[src/rtl/pwm_regmap_pkg.sv]
// PWM register bank address map and the sweep controller state encoding.
// Shared by the sweep controller and anything else that talks to the bank.
package pwm_regmap_pkg;

  localparam logic [5:0] ADDR_PERIOD_L      = 6'h00;
  localparam logic [5:0] ADDR_PERIOD_H      = 6'h01;
  localparam logic [5:0] ADDR_COUNTER_EN    = 6'h02;
  localparam logic [5:0] ADDR_COMPARE1_L    = 6'h03;
  localparam logic [5:0] ADDR_COMPARE1_H    = 6'h04;
  localparam logic [5:0] ADDR_COMPARE2_L    = 6'h05;
  localparam logic [5:0] ADDR_COMPARE2_H    = 6'h06;
  localparam logic [5:0] ADDR_COUNTER_RESET = 6'h07;
  localparam logic [5:0] ADDR_COUNTER_L     = 6'h08;
  localparam logic [5:0] ADDR_COUNTER_H     = 6'h09;
  localparam logic [5:0] ADDR_STATUS        = 6'h0A;
  localparam logic [5:0] ADDR_IRQ_EN        = 6'h0B;
  localparam logic [5:0] ADDR_PWM_EN        = 6'h0C;
  localparam logic [5:0] ADDR_FUNCTIONS     = 6'h0D;

  // Index of the last entry in the start-up write list.
  localparam logic [2:0] INIT_LAST = 3'd6;

  typedef enum logic [2:0] {
    ST_IDLE,
    ST_INIT,
    ST_RUN,
    ST_UPD_L,
    ST_UPD_H,
    ST_SHUT,
    ST_DONE
  } sweep_state_e;

endpackage

[src/rtl/pwm_period_tick.sv]
// Detects counter wrap-to-zero and counts periods, raising step_due once every
// max(periods_per_step,1) periods until the controller acknowledges it.
module pwm_period_tick #(
  parameter int TICK_W = 8
) (
  input  logic              clk,
  input  logic              rst_n,
  input  logic [15:0]       counter_val,
  input  logic              enable,
  input  logic [TICK_W-1:0] periods_per_step,
  input  logic              step_ack,
  output logic              step_due
);

  logic              prev_nonzero;
  logic [TICK_W-1:0] tick_cnt;
  logic [TICK_W:0]   cnt_inc;
  logic [TICK_W:0]   limit;
  logic              period_tick;
  logic              reach;

  assign period_tick = (counter_val == 16'd0) && prev_nonzero;
  assign cnt_inc     = {1'b0, tick_cnt} + {{TICK_W{1'b0}}, 1'b1};
  assign limit       = (periods_per_step == '0) ? {{TICK_W{1'b0}}, 1'b1}
                                                : {1'b0, periods_per_step};
  assign reach       = period_tick && (cnt_inc >= limit);

  // A due step stays pending so a period ending during an update is not lost.
  always_ff @(posedge clk or negedge rst_n) begin
    if (!rst_n) begin
      prev_nonzero <= 1'b0;
      tick_cnt     <= '0;
      step_due     <= 1'b0;
    end else begin
      prev_nonzero <= (counter_val != 16'd0);
      if (!enable) begin
        tick_cnt <= '0;
        step_due <= 1'b0;
      end else begin
        if (reach) begin
          tick_cnt <= '0;
          step_due <= 1'b1;
        end else begin
          if (period_tick) begin
            tick_cnt <= cnt_inc[TICK_W-1:0];
          end
          if (step_ack) begin
            step_due <= 1'b0;
          end
        end
      end
    end
  end

endmodule

[src/rtl/pwm_sweep_ctrl.sv]
// Duty-cycle sweep controller: programs the PWM bank, steps COMPARE1 every N
// periods and shares the bank port with the host, which always has priority.
module pwm_sweep_ctrl
  import pwm_regmap_pkg::*;
#(
  parameter int WRAP_MODE = 1,
  parameter int TICK_W    = 8
) (
  input  logic              clk,
  input  logic              rst_n,
  input  logic              host_read,
  input  logic              host_write,
  input  logic [5:0]        host_addr,
  input  logic [7:0]        host_wdata,
  output logic [7:0]        host_rdata,
  output logic              read,
  output logic              write,
  output logic [5:0]        addr,
  output logic [7:0]        data_write,
  input  logic [7:0]        data_read,
  input  logic [15:0]       counter_val,
  input  logic              start,
  input  logic              stop,
  input  logic [15:0]       period_cfg,
  input  logic [15:0]       cmp_min,
  input  logic [15:0]       cmp_max,
  input  logic [15:0]       step,
  input  logic [TICK_W-1:0] periods_per_step,
  output logic              busy,
  output logic              done,
  output logic [15:0]       cur_cmp
);

  sweep_state_e state, state_d;
  logic [2:0]   idx, idx_d;
  logic [15:0]  cmp_q, cmp_d;
  logic [15:0]  nxt_q, nxt_d;
  logic         stop_pend, stop_pend_d;
  logic         shut_done, shut_done_d;

  logic         host_active;
  logic         seq_wr;
  logic [5:0]   seq_addr;
  logic [7:0]   seq_data;
  logic         seq_accept;
  logic         stop_req;
  logic         step_due;
  logic         step_ack;
  logic         tick_en;
  logic [16:0]  sum17;
  logic         ovf;

  assign host_active = host_read | host_write;
  assign seq_accept  = seq_wr & ~host_active;
  assign stop_req    = stop | stop_pend;
  assign tick_en     = (state == ST_RUN) || (state == ST_UPD_L) || (state == ST_UPD_H);
  assign sum17       = {1'b0, cmp_q} + {1'b0, step};
  assign ovf         = sum17 > {1'b0, cmp_max};

  assign busy        = (state != ST_IDLE) && (state != ST_DONE);
  assign done        = (state == ST_DONE);
  assign cur_cmp     = cmp_q;
  assign host_rdata  = data_read;

  pwm_period_tick #(
    .TICK_W(TICK_W)
  ) u_tick (
    .clk              (clk),
    .rst_n            (rst_n),
    .counter_val      (counter_val),
    .enable           (tick_en),
    .periods_per_step (periods_per_step),
    .step_ack         (step_ack),
    .step_due         (step_due)
  );

  // Bank port: the host wins outright; a blocked sequencer write simply repeats.
  always_comb begin
    if (host_active) begin
      read       = host_read;
      write      = host_write;
      addr       = host_addr;
      data_write = host_wdata;
    end else begin
      read       = 1'b0;
      write      = seq_wr;
      addr       = seq_addr;
      data_write = seq_data;
    end
  end

  always_comb begin
    seq_wr   = 1'b0;
    seq_addr = '0;
    seq_data = '0;
    case (state)
      ST_INIT: begin
        seq_wr = 1'b1;
        case (idx)
          3'd0: begin seq_addr = ADDR_PERIOD_L;      seq_data = period_cfg[7:0];  end
          3'd1: begin seq_addr = ADDR_PERIOD_H;      seq_data = period_cfg[15:8]; end
          3'd2: begin seq_addr = ADDR_COMPARE1_L;    seq_data = cmp_min[7:0];     end
          3'd3: begin seq_addr = ADDR_COMPARE1_H;    seq_data = cmp_min[15:8];    end
          3'd4: begin seq_addr = ADDR_COUNTER_RESET; seq_data = 8'h00;            end
          3'd5: begin seq_addr = ADDR_COUNTER_EN;    seq_data = 8'h01;            end
          3'd6: begin seq_addr = ADDR_PWM_EN;        seq_data = 8'h01;            end
          default: seq_wr = 1'b0;
        endcase
      end
      ST_UPD_L: begin
        seq_wr   = 1'b1;
        seq_addr = ADDR_COMPARE1_L;
        seq_data = nxt_q[7:0];
      end
      ST_UPD_H: begin
        seq_wr   = 1'b1;
        seq_addr = ADDR_COMPARE1_H;
        seq_data = nxt_q[15:8];
      end
      ST_SHUT: begin
        seq_wr   = 1'b1;
        seq_addr = (idx == 3'd0) ? ADDR_PWM_EN : ADDR_COUNTER_EN;
        seq_data = 8'h00;
      end
      default: ;
    endcase
  end

  // A stop seen while a write is still blocked is remembered until it lands.
  always_comb begin
    state_d     = state;
    idx_d       = idx;
    cmp_d       = cmp_q;
    nxt_d       = nxt_q;
    stop_pend_d = stop_pend;
    shut_done_d = shut_done;
    step_ack    = 1'b0;
    case (state)
      ST_IDLE: begin
        if (start && !stop) begin
          state_d     = ST_INIT;
          idx_d       = 3'd0;
          stop_pend_d = 1'b0;
          shut_done_d = 1'b0;
        end
      end
      ST_DONE: begin
        if (start) begin
          state_d     = ST_INIT;
          idx_d       = 3'd0;
          stop_pend_d = 1'b0;
          shut_done_d = 1'b0;
        end
      end
      ST_INIT: begin
        if (stop) begin
          stop_pend_d = 1'b1;
        end
        if (seq_accept) begin
          if (idx == 3'd3) begin
            cmp_d = cmp_min;
          end
          if (stop_req) begin
            state_d     = ST_SHUT;
            idx_d       = 3'd0;
            stop_pend_d = 1'b0;
            shut_done_d = 1'b0;
          end else if (idx == INIT_LAST) begin
            state_d = ST_RUN;
            idx_d   = 3'd0;
          end else begin
            idx_d = idx + 3'd1;
          end
        end
      end
      ST_RUN: begin
        if (stop) begin
          state_d     = ST_SHUT;
          idx_d       = 3'd0;
          shut_done_d = 1'b0;
        end else if (step_due) begin
          step_ack = 1'b1;
          if (ovf && (WRAP_MODE == 0)) begin
            state_d     = ST_SHUT;
            idx_d       = 3'd0;
            shut_done_d = 1'b1;
          end else begin
            nxt_d   = ovf ? cmp_min : sum17[15:0];
            state_d = ST_UPD_L;
          end
        end
      end
      ST_UPD_L, ST_UPD_H: begin
        if (stop) begin
          stop_pend_d = 1'b1;
        end
        if (seq_accept) begin
          if (state == ST_UPD_H) begin
            cmp_d = nxt_q;
          end
          if (stop_req) begin
            state_d     = ST_SHUT;
            idx_d       = 3'd0;
            stop_pend_d = 1'b0;
            shut_done_d = 1'b0;
          end else begin
            state_d = (state == ST_UPD_L) ? ST_UPD_H : ST_RUN;
          end
        end
      end
      ST_SHUT: begin
        if (seq_accept) begin
          if (idx == 3'd0) begin
            idx_d = 3'd1;
          end else begin
            idx_d   = 3'd0;
            state_d = shut_done ? ST_DONE : ST_IDLE;
          end
        end
      end
      default: state_d = ST_IDLE;
    endcase
  end

  always_ff @(posedge clk or negedge rst_n) begin
    if (!rst_n) begin
      state     <= ST_IDLE;
      idx       <= 3'd0;
      cmp_q     <= '0;
      nxt_q     <= '0;
      stop_pend <= 1'b0;
      shut_done <= 1'b0;
    end else begin
      state     <= state_d;
      idx       <= idx_d;
      cmp_q     <= cmp_d;
      nxt_q     <= nxt_d;
      stop_pend <= stop_pend_d;
      shut_done <= shut_done_d;
    end
  end

endmodule

[config.mk]
export PLATFORM = sky130hd
export DESIGN_NAME = pwm_sweep_ctrl
export DESIGN_NICKNAME = d
export VERILOG_FILES = /design/src/rtl/pwm_regmap_pkg.sv /design/src/rtl/pwm_period_tick.sv /design/src/rtl/pwm_sweep_ctrl.sv
export SDC_FILE = /design/constraint.sdc
export NUM_CORES = 1
export LEC_CHECK = 0
export ABC_AREA = 1
export BUFFER_PORTS_ARGS = -buffer_cell sky130_fd_sc_hd__buf_2
export CORE_UTILIZATION = 57
export CTS_CLUSTER_SIZE = 28
export DETAILED_ROUTE_END_ITERATION = 10
export PLACE_DENSITY = 0.89
export SYNTH_ARGS = -nofsm -noshare
export SYNTH_HDL_FRONTEND = slang
export SYNTH_SLANG_ARGS = --single-unit
[constraint.sdc]
create_clock -name clk -period 7.5 [get_ports clk]
set_input_delay 1.875 -clock clk [delete_from_list [all_inputs] [get_ports clk]]
set_output_delay 1.875 -clock clk [all_outputs]
set_load 0.01 [all_outputs]
==> impl_summary.txt <==
----------------------------------------------------
[Status]
  Outcome ... completed

[GRT]
  Number of antenna violations at the first check in global routing ... 0
  Wire length of the first global-routing pass ... 24.4 mm
  Pin count of the biggest net entering global routing ... 50
  GRT met3 Usage ... between 3 and 4%
  Grt met1 use ... ~40%
  Via count of the first global-routing pass ... 5362
  Overall global routing resource usage ... 34.1%
  GRT met2 Usage ... 62.1%
  Top Usage Layer GRT ... met2
  Residual overflow from global routing ... 0

[Die]
  Floorplan row count ... 33
  Horizontal die dimension ... ~96 µm
  Boundary Pins ... 158
  Total die area ... 9250 µm²
  Die Y ... 96.2 µm
  Starting Density ... 60.3%
  Area inside the core boundary ... approximately 8400 µm²

[Synth]
  Synthesis-stage register bit count ... 49
  Number of enable-type register cells in the synthesized netlist ... 0
  Proportion of synthesized chip area in sequential cells ... 24.2%
  Synth Warn # ... 0
  Post-synthesis instance area ... 5060 µm²
  Fraction of synthesis flops using an asynchronous set or reset pin ... 100%
  Top area cells in the synthesized netlist ... dfrtp_1 24%, nand2_1 14%, ha_1 10%, inv_1 8.2%, nand3_1 5.5%
  Synth Area per Inst ... 6.85 µm²
  Fraction of post-synthesis cell area in the top cell type by area ... 24.2%
  Syn_nets ... 897
  Flip-flop cell with the highest count after synthesis ... dfrtp_1
  Number of different library cells in the post-synthesis netlist ... 55
  Gate Count Post-Synth ... roughly 740
  Cell taking the most area after synthesis ... dfrtp_1

[Worst setup path]
  Critical path data arrival time ... 3.73 ns
  Most frequent cell on the critical path ... buf_2
  Family with the most delay on the worst path ... buffers and inverters
  Kind of launch point of the worst setup path ... input port
  Worst reg2reg path depth ... 16
  Cells along the critical path ... buf_2, nor2_1, clkinv_1, a31oi_1, a21o_1, buf_2
  Library cell contributing the largest single delay on the critical path ... clkinv_1
  Worst path required time ... 5.62 ns
  Buffer and inverter count on the worst path ... 3
  Critical Setup Path Class ... input port to primary output
  Kind of end point of the critical path ... primary output
  Worst Path Max Fanout ... 18
  Instance count on the critical path ... 6
  Highest cell delay on the worst timing path ... around 0.61 ns

[Detailed routing]
  Total via count in the routed design ... 5606
  Routed length per instance ... 16.0 µm
  Total detailed-routing wirelength ... 15.5 mm
  First-pass iteration count of the detailed router ... 5
  Number of nets with antenna violations after routing ... 0
  Drt first-iter violations ... around 570
  Vias per inst ... 5.80
  DRC errors left ... 0

[Flow run]
  Max capacitance violation total ... 0

[Power]
  Leak pwr ... 3.23 nW
  Overall power after layout ... 2.05 mW
  IR Drop Worst-Case VDD ... 0.169 mV
  Power density over the cells ... 352 nW/µm²

[Place]
  Cells after DPL ... between 900 and 1000
  Post-detail-place hpwl ... 12.5 mm
  Count of input and output buffers ... between 100 and 150
  Weighted congestion at the end of routability-driven global placement ... between 0.9 and 1
  Minimum setup slack after placement ... 1.91 ns

[Clocking]
  Clock tree root driver cell ... clkbuf_8
  Clock latency on the worst-skew pair ... 0.30 ns
  Quantity of hold-fixing buffers added after cts ... 0
  Clock tree from TritonCTS ... built
  CTS clock-pin slew for the worst setup and hold paths ... roughly 0.090 ns
  Gates resized, CTS repair ... 0
  Setup bufs post-CTS ... 0
  Bufs on Longest Clock Path ... 2
  Number of H-tree levels ... 2
  CTS buffer count ... 5
  Clock sink total ... 49

[STA]
  Post-Route Skew ... between 0.005 and 0.006 ns
  Worst-case headroom to the max-slew limit ... between 30% and 40%
  PnR worst setup slack ... 1.89 ns
  Setup TNS ... 0 ns
  Maximum operating frequency ... 0.178 GHz
  Final max-slew violation count ... 0
  Final hold viol count ... 0
  Worst-case hold slack ... about 0.53 ns
  Worst Tran Pin Value ... 0.984 ns
  Endpoints failing setup ... 0
  Portion of the clock cycle consumed by the worst path in the final layout ... between 70% and 80%
  Min Clock Period, post-route ... 5.61 ns
  Setup repair after global routing missed its margin ... false

[Final layout]
  Footprint of the flip-flops and latches ... 1230 µm²
  Number of nets in the finished design ... ~1000
  Synthesis-to-layout area growth ... 15.0%
  Multi-input gate area in the final layout ... 3210 µm²
  # diodes ... 0
  Proportion of layout cells with a drive suffix above 1 ... 23.1%
  Post-layout instance count excluding filler cells ... 967
  Fillers ... between 700 and 800

[Hold path]
  Class of the tightest hold or removal check ... register to register
  Worst Hold Depth ... 1

----------------------------------------------------
-- through the flow --
stage / util (%) / area (µm²)
CTS: 69.4 / 5820
floorplan: - / 5060
detailed placement: 68.4 / 5730
global route: 69.4 / 5820
finish: 69.4 / 5820
global placement: 68.4 / 5730
-- synthesized netlist by cell type (11+ instances only) --
cell	instances
nand2_1	188
a21oi_1	27
nor3_1	11
nand3_1	56
dfrtp_1	49
xor2_1	14
a31oi_1	12
ha_1	42
a31oi_2	11
nor2_1	51
o21ai_0	29
inv_1	111
-- cells by family after synthesis --
kind of cell,after synthesis,share of synthesized area [%]
compound gates,121,16.7
xor+xnor,18,3.12
fa+ha+maj,43,10.8
buf+inv,146,12.3
flops,49,24.2
mux,1,0.198
simple gates,360,32.7
-- state kept, by name, indices dropped and copies added, names as in the netlist --
register and count:
state 3, stop_pend 1, idx 3, u_tick.tick_cnt 8, nxt_q 16, u_tick.step_due 1, cur_cmp 16, u_tick.prev_nonzero 1
-- cells in the final DEF (no fill, tap or decap), drive strengths merged, types with 4 or more instances in the layout --
cell type | synthesis | final
a211oi | 6 | 6
a31oi | 23 | 23
buf | 18 | 142
nand2 | 196 | 196
a22oi | 8 | 8
inv | 117 | 117
nand4 | 11 | 11
ha | 42 | 42
dfrtp | 49 | 49
nand3 | 67 | 67
o211ai | 4 | 4
xnor2 | 4 | 4
nor2 | 58 | 58
a21o | 4 | 4
nor3 | 12 | 12
nor4 | 7 | 7
xor2 | 14 | 14
nand3b | 5 | 5
clkbuf | 8 | 7
o21ai | 30 | 30
a21oi | 29 | 29
-- layout make-up --
cell class / count / share of cell area (%)
clock buffers: 7 / 1.31
clock inverters: 1 / 0.129
inverters: 120 / 7.79
multi-input cells: 543 / 55.2
flip-flops and latches: 49 / 21.1
well taps: 105 / 2.26
repair buffers: 142 / 12.3
-- final timing paths --
check,startpoint,endpoint,slack [ns]
setup / recovery,host_write,addr[2],1.89
hold / removal,stop_pend$_DFFE_PN0P_,stop_pend$_DFFE_PN0P_,0.53
setup reg to reg,cur_cmp[0]$_DFFE_PN0P_,nxt_q[1]$_DFFE_PN0P_,3.56
hold reg to reg,stop_pend$_DFFE_PN0P_,stop_pend$_DFFE_PN0P_,0.53
max in group asynchronous,rst_n,u_tick.step_due$_DFFE_PN0P_,5.40
min in group asynchronous,rst_n,stop_pend$_DFFE_PN0P_,1.66
-- worst reg2reg max path: cells and delay by family (launching register included) --
family / cells / cell delay [ns]
fa+ha+maj: 3 / 0.99
xor+xnor: 1 / 0.28
simple gates: 10 / 1.88
compound gates: 1 / 0.22
flops: 1 / 0.43
buf+inv: 1 / 0.09
-- report_power, final --
part	switching [mW]	internal, mW
Clock	0.0925	0.0663
Combinational	0.992	0.513
Sequential	0.0634	0.322
Total	1.15	0.901
-- layer usage --
layer | up-vias | share of wire (%)
li1 | 2687 | -
met1 | 2536 | 39
met2 | 333 | 49
met3 | 50 | 8.3
met4 | 0 | 3.6
met5 | - | 0
Note: power is estimated with default switching activity, not from simulation.
